<file path="config.mk">
export PLATFORM = sky130hd
export DESIGN_NAME = wr_recovery_ctrl
export DESIGN_NICKNAME = d
export VERILOG_FILES = /design/src/rtl/wr_recovery_pkg.sv /design/src/rtl/wr_recovery_timer.sv /design/src/rtl/wr_recovery_ctrl.sv
export SDC_FILE = /design/constraint.sdc
export NUM_CORES = 1
export LEC_CHECK = 0
export BUFFER_PORTS_ARGS = -buffer_cell sky130_fd_sc_hd__buf_2
export CAP_MARGIN = 20
export CORE_ASPECT_RATIO = 1.25
export CORE_MARGIN = 10
export CORE_UTILIZATION = 56
export DETAILED_ROUTE_END_ITERATION = 16
export PLACE_DENSITY = 0.87
export SLEW_MARGIN = 20
export SYNTH_ARGS = -nofsm -noshare
export SYNTH_HDL_FRONTEND = slang
export SYNTH_HIERARCHICAL = 1
export SYNTH_SLANG_ARGS = --single-unit
</file>
<file path="constraint.sdc">
create_clock -name clk_i -period 2.2 [get_ports clk_i]
set_input_delay 0.11 -clock clk_i [delete_from_list [all_inputs] [get_ports clk_i]]
set_output_delay 0.11 -clock clk_i [all_outputs]
set_load 0.01 [all_outputs]
</file>
<file path="src/rtl/wr_recovery_pkg.sv">
// Shared types for the write-path recovery controller.
// The state encoding is also the debug value on state_o.
package wr_recovery_pkg;

    localparam int unsigned StateW = 2;

    typedef enum logic [StateW-1:0] {
        IDLE     = 2'd0,
        DRAIN    = 2'd1,
        SLV_RST  = 2'd2,
        WAIT_CLR = 2'd3
    } recovery_state_e;

    function automatic logic [StateW-1:0] state_code(
        input recovery_state_e s
    );
        return s;
    endfunction

endpackage

</file>
<file path="src/rtl/wr_recovery_timer.sv">
// Loadable up-counter that holds at its terminal count.
// tc_o flags that the terminal value has been reached.
module wr_recovery_timer #(
    parameter int unsigned Terminal = 1
) (
    input  logic clk_i,
    input  logic rst_ni,
    input  logic load_i,
    input  logic en_i,
    output logic tc_o
);

    localparam int unsigned W =
        (Terminal < 1) ? 1 : $clog2(Terminal + 1);
    localparam logic [W-1:0] Tc = W'(Terminal);

    logic [W-1:0] cnt_q;
    logic [W-1:0] cnt_d;

    always_comb begin
        cnt_d = cnt_q;
        if (load_i) begin
            cnt_d = '0;
        end else if (en_i && (cnt_q != Tc)) begin
            cnt_d = cnt_q + W'(1);
        end
    end

    always_ff @(posedge clk_i or negedge rst_ni) begin
        if (!rst_ni) begin
            cnt_q <= '0;
        end else begin
            cnt_q <= cnt_d;
        end
    end

    assign tc_o = (cnt_q == Tc);

endmodule

</file>
<file path="src/rtl/wr_recovery_ctrl.sv">
// Write-path fault recovery sequencer: isolate, drain,
// reset the slave, then hold until software clears the IRQ.
module wr_recovery_ctrl
    import wr_recovery_pkg::*;
#(
    parameter int unsigned DrainCycles   = 64,
    parameter int unsigned CntWidth      = 8,
    parameter int unsigned RstAckTimeout = 256
) (
    input  logic                clk_i,
    input  logic                rst_ni,
    input  logic                reset_req_i,
    input  logic                timeout_i,
    input  logic                w_inflight_i,
    input  logic                slv_rst_ack_i,
    input  logic                irq_clear_i,
    output logic                block_aw_o,
    output logic                block_w_o,
    output logic                slv_rst_req_o,
    output logic                irq_o,
    output logic                cause_timeout_o,
    output logic                overrun_o,
    output logic                ack_timeout_o,
    output logic [CntWidth-1:0] recovery_cnt_o,
    output logic                busy_o,
    output logic [1:0]          state_o
);

    if (DrainCycles < 1) begin : g_bad_drain
        $error("DrainCycles must be >= 1");
    end
    if (RstAckTimeout < 1) begin : g_bad_ack
        $error("RstAckTimeout must be >= 1");
    end
    if (CntWidth < 1) begin : g_bad_cnt
        $error("CntWidth must be >= 1");
    end

    recovery_state_e state_q, state_d;

    logic drain_tc;
    logic ack_tc;

    logic baw_q, baw_d;
    logic bw_q, bw_d;
    logic srr_q, srr_d;
    logic irq_q, irq_d;
    logic busy_q, busy_d;
    logic cause_q, cause_d;
    logic ovr_q, ovr_d;
    logic ackto_q, ackto_d;
    logic [CntWidth-1:0] cnt_q, cnt_d;

    wr_recovery_timer #(
        .Terminal (DrainCycles - 1)
    ) u_drain_tmr (
        .clk_i  (clk_i),
        .rst_ni (rst_ni),
        .load_i (state_q != DRAIN),
        .en_i   (state_q == DRAIN),
        .tc_o   (drain_tc)
    );

    wr_recovery_timer #(
        .Terminal (RstAckTimeout - 1)
    ) u_ack_tmr (
        .clk_i  (clk_i),
        .rst_ni (rst_ni),
        .load_i (state_q != SLV_RST),
        .en_i   (state_q == SLV_RST),
        .tc_o   (ack_tc)
    );

    always_ff @(posedge clk_i or negedge rst_ni) begin
        if (!rst_ni) begin
            state_q <= IDLE;
            baw_q   <= 1'b0;
            bw_q    <= 1'b0;
            srr_q   <= 1'b0;
            irq_q   <= 1'b0;
            busy_q  <= 1'b0;
            cause_q <= 1'b0;
            ovr_q   <= 1'b0;
            ackto_q <= 1'b0;
            cnt_q   <= '0;
        end else begin
            state_q <= state_d;
            baw_q   <= baw_d;
            bw_q    <= bw_d;
            srr_q   <= srr_d;
            irq_q   <= irq_d;
            busy_q  <= busy_d;
            cause_q <= cause_d;
            ovr_q   <= ovr_d;
            ackto_q <= ackto_d;
            cnt_q   <= cnt_d;
        end
    end

    always_comb begin
        state_d = state_q;
        unique case (state_q)
            IDLE: begin
                if (reset_req_i) state_d = DRAIN;
            end
            DRAIN: begin
                if (!w_inflight_i || drain_tc) begin
                    state_d = SLV_RST;
                end
            end
            SLV_RST: begin
                if (slv_rst_ack_i || ack_tc) begin
                    state_d = WAIT_CLR;
                end
            end
            WAIT_CLR: begin
                if (irq_clear_i) state_d = IDLE;
            end
            default: state_d = IDLE;
        endcase
    end

    // Outputs are registered from the next state so they
    // switch on the same edge as the state itself.
    always_comb begin
        baw_d   = (state_d != IDLE);
        busy_d  = (state_d != IDLE);
        bw_d    = (state_d == SLV_RST) ||
                  (state_d == WAIT_CLR);
        srr_d   = (state_d == SLV_RST);
        irq_d   = (state_d == WAIT_CLR);
        cause_d = cause_q;
        cnt_d   = cnt_q;
        ovr_d   = ovr_q;
        ackto_d = ackto_q;

        if ((state_q == IDLE) && reset_req_i) begin
            cause_d = timeout_i;
            if (!(&cnt_q)) cnt_d = cnt_q + CntWidth'(1);
        end
        if ((state_q == SLV_RST) && !slv_rst_ack_i
            && ack_tc) begin
            ackto_d = 1'b1;
        end
        if ((state_q == WAIT_CLR) && irq_clear_i) begin
            ovr_d   = 1'b0;
            ackto_d = 1'b0;
        end
        // A late fault is recorded even when it races the clear.
        if ((state_q != IDLE) && reset_req_i) begin
            ovr_d = 1'b1;
        end
    end

    assign block_aw_o      = baw_q;
    assign block_w_o       = bw_q;
    assign slv_rst_req_o   = srr_q;
    assign irq_o           = irq_q;
    assign busy_o          = busy_q;
    assign cause_timeout_o = cause_q;
    assign overrun_o       = ovr_q;
    assign ack_timeout_o   = ackto_q;
    assign recovery_cnt_o  = cnt_q;
    assign state_o         = state_code(state_q);

endmodule

</file>
==> out/metrics.cfg <==
[critical_path]
r2r_slack_ns=0.35
worst-setup-path-type=flop to flop
r2r-start=block_w_o$_DFF_PN0_
cp_slowest_stage_delay_ns=0.55
slowest_stage=dfrtp_1
critical_path_required_ns=2.46
cp-end-kind=flop
reg2reg_depth=5
critical_path_arrival_ns=2.11
worstPathMaxFanout=16
regToRegEndpoint=u_drain_tmr/cnt_q[5]$_DFFE_PN0P_
cp-start-kind=flop
path_cells=nand2b_1 > inv_1 > nand4_2 > or3_1 > a21oi_1

[drt]
drc=0
vias_per_cell=5.89
ant_nets=0
drtPass1Iterations=4
drt_iter0_markers=88
wl_per_cell_microns=16.0
wl_microns=3600
dr_total_vias=1325

[worst_hold_path]
min_path_type=input port to flop
min_from=reset_req_i
hold-path-cell-count=2
hold_end=busy_o$_DFF_PN0_

[synthesis]
yosysSeqAreaShare=0.456
synth_area_sq_um=1650
syn_inst=164
syn_area_per_cell_sq_um=10.0
synth_warnings=6
async_flop_share=1.00
syn-num-nets=174
synth_enable_flop_cells=0
ys_ff_latch=30
synth.distinct_cells=45
synth_ff_type=dfrtp_1

[timing]
max_slew.worst_pin.slew_ns=0.667
finalClockSkew_ns=0.00592
rsz0062_at_grt=no
layout_worst_path_cycle_share=0.840
max_freq_mhz=541
setup_violations=0
min_period_ns=1.85
slew_violations=0
timing.setup.tns_ns=0
maxSlewHeadroom=0.555
final_hold_viol_count=0

[power_and_ir_drop]
p_seq_frac=0.464
p_clk_frac=0.166
power.internal_w=0.00108
power_density_nw_per_um2=992
power_switching_share=0.406
leakage_nw=0.852
p_sw_w=0.000742
p_total_w=0.00183
ir_drop_mv=0.560
combPwrFrac=0.370

[floorplanning]
chipWidth_microns=68.5
die_h_microns=80.6
initial_core_util=0.597
dieArea_sq_um=5520
rows=21
boundaryPins=25
core_area_sq_um=2760

[grt]
antenna_found_initial=0
grt_pass1_vias=1273
grt_usage=0.141
grt-ovfl-total=0
grt_pass1_wl_microns=5920
grt_max_degree=31

[clocking]
clk_latency_ns=0.33
cts_sinks=30
cts_root_buffer=clkbuf_4
path_clk_slew_ns=0.09
cts_made_buffers=5
cts_setup_buffers=0
tritoncts=yes
cts_resized=0
h-tree-depth=2
clock_path_buffers=2

[outcome]
status=finished, final reports clean

[finish]
drive_gt1_frac=0.246
num_antenna_cells=0
nets=201
fin_util=0.667
syn_to_final_growth_pct=11.8

[placement]
io_buffer_count=24
place_congestion=0.872
dp_hpwl_microns=2590

[job]
cap_violations=0

[repair_timing]
| item | CTS | global route |
|---|---|---|
| hold buffers | 2 | 0 |
| endpoints found under the hold margin | 31 | 0 |
| endpoints found under the setup margin | 0 | 0 |
[registers in the layout (all words and copies together), names as in the netlist]
signal,flops
recovery_cnt_o,8
u_ack_tmr/cnt_q,8
u_drain_tmr/cnt_q,6
ack_timeout_o,1
block_w_o,1
busy_o,1
cause_timeout_o,1
irq_o,1
overrun_o,1
slv_rst_req_o,1
state_o,1
[layer usage]
layer / routed length (microns) / GRT usage / up-vias
met3: 156 / 0.0389 / 14
met4: 144 / 0.0887 / 0
met1: 1530 / 0.157 / 631
met2: 1770 / 0.229 / 36
met5: 0 / 0 / -
li1: - / - / 644
[critical path, delay by kind of cell (launching register included)]
kind / cells / cell delay [ns]
AO/OA/AOI/OAI: 1 / 0.16
buffers and inverters: 1 / 0.20
flip-flops: 1 / 0.55
AND/OR/NAND/NOR: 3 / 0.86
[Yosys cell counts, types with 2 or more instances]
cell type | number | area, sq um
dfrtp_1 | 30 | 751
nand2_1 | 15 | 56.3
a21oi_1 | 12 | 60.1
nand2b_1 | 9 | 56.3
nor2_1 | 9 | 33.8
inv_1 | 8 | 30.0
o21ai_0 | 6 | 30.0
mux2_1 | 5 | 56.3
nand3_1 | 5 | 25.0
nor3_1 | 5 | 25.0
a211oi_1 | 4 | 30.0
nor2b_1 | 4 | 25.0
ha_1 | 3 | 37.5
mux2i_1 | 3 | 30.0
nand4_1 | 3 | 18.8
o31ai_1 | 3 | 22.5
a21boi_2 | 2 | 22.5
a41oi_1 | 2 | 17.5
and3_1 | 2 | 12.5
and4_4 | 2 | 22.5
buf_2 | 2 | 10.0
buf_4 | 2 | 15.0
clkbuf_1 | 2 | 7.51
mux2_4 | 2 | 30.0
nand4_2 | 2 | 25.0
nor3_2 | 2 | 20.0
or3_1 | 2 | 12.5
[placed cells by master (no fill, tap or decap), drive strengths merged, types with 2 or more instances in the layout]
cell and n:
o31a 2, and4 3, dlygate4sd3 2, o21ai 7, a21boi 2, ha 3, or3 2, buf 25
nand4 5, mux2i 3, clkbuf 5, clkinv 2, and3 3, nor3 8, nor2 9, o31ai 3
mux2 7, a211oi 4, a21oi 12, nand2 15, dfrtp 30, inv 8, nor3b 2, nand2b 9
nor2b 4, a41oi 2, nand3 5
[stage by stage]
| step | cell area [sq um] | setup slack (ns) | std cells | hold slack, ns |
|---|---|---|---|---|
| final | 1840 | 0.353 | 225 | 0.0555 |
| after global routing | 1840 | 0.167 | 225 | 0.0570 |
| after CTS | 1840 | 0.357 | 225 | 0.0411 |
| after detailed placement | 1770 | 0.383 | 216 | 0.180 |
| after global placement | 1770 | 0.486 | 216 | 0.174 |
| after floorplan | 1650 | 0.489 | 164 | -0.186 |
[cell type report]
cell class	count	area, sq um
fillers	229	918
multi-input cells	119	822
flip-flops and latches	30	751
repair buffers	27	148
well taps	34	42.5
clock buffers	5	37.5
inverters	8	30.0
clock inverters	2	10.0
[power by group through the flow]
stage                     combinational (W)  sequential, W  clock [W]
after global placement             0.000660       0.000835          0
after CTS                          0.000688       0.000843   0.000314
final                              0.000676       0.000847   0.000302
after detailed placement           0.000681       0.000852          0
after floorplan                    0.000457       0.000851          0
after global routing               0.000745       0.000870   0.000341
[worst max path at each step]
stage / to / slack (ns) / start / cells past startpoint
6_report: u_drain_tmr/cnt_q[5]$_DFFE_PN0P_ / 0.35 / block_w_o$_DFF_PN0_ / 5
5_1_grt: u_drain_tmr/cnt_q[4]$_DFFE_PN0P_ / 0.17 / block_w_o$_DFF_PN0_ / 5
4_1_cts: u_drain_tmr/cnt_q[4]$_DFFE_PN0P_ / 0.36 / block_w_o$_DFF_PN0_ / 5
3_5_place_dp: u_drain_tmr/cnt_q[4]$_DFFE_PN0P_ / 0.38 / block_w_o$_DFF_PN0_ / 5
3_3_place_gp: recovery_cnt_o[7]$_DFFE_PN0P_ / 0.49 / block_w_o$_DFF_PN0_ / 3
2_1_floorplan: u_ack_tmr/cnt_q[3]$_DFFE_PN0P_ / 0.49 / block_w_o$_DFF_PN0_ / 6
[cell families (layout without fill, tap and decap cells)]
family / after synthesis / count (layout) / synth area share
buffers and inverters: 15 / 42 / 0.0448
flip-flops: 30 / 30 / 0.456
adder cells (fa/ha/maj): 3 / 3 / 0.0228
AND/OR/NAND/NOR: 70 / 70 / 0.261
AO/OA/AOI/OAI: 35 / 35 / 0.140
XOR/XNOR: 1 / 1 / 0.00532
multiplexers: 10 / 10 / 0.0707
No activity file was read; power rests on OpenSTA's default activity.
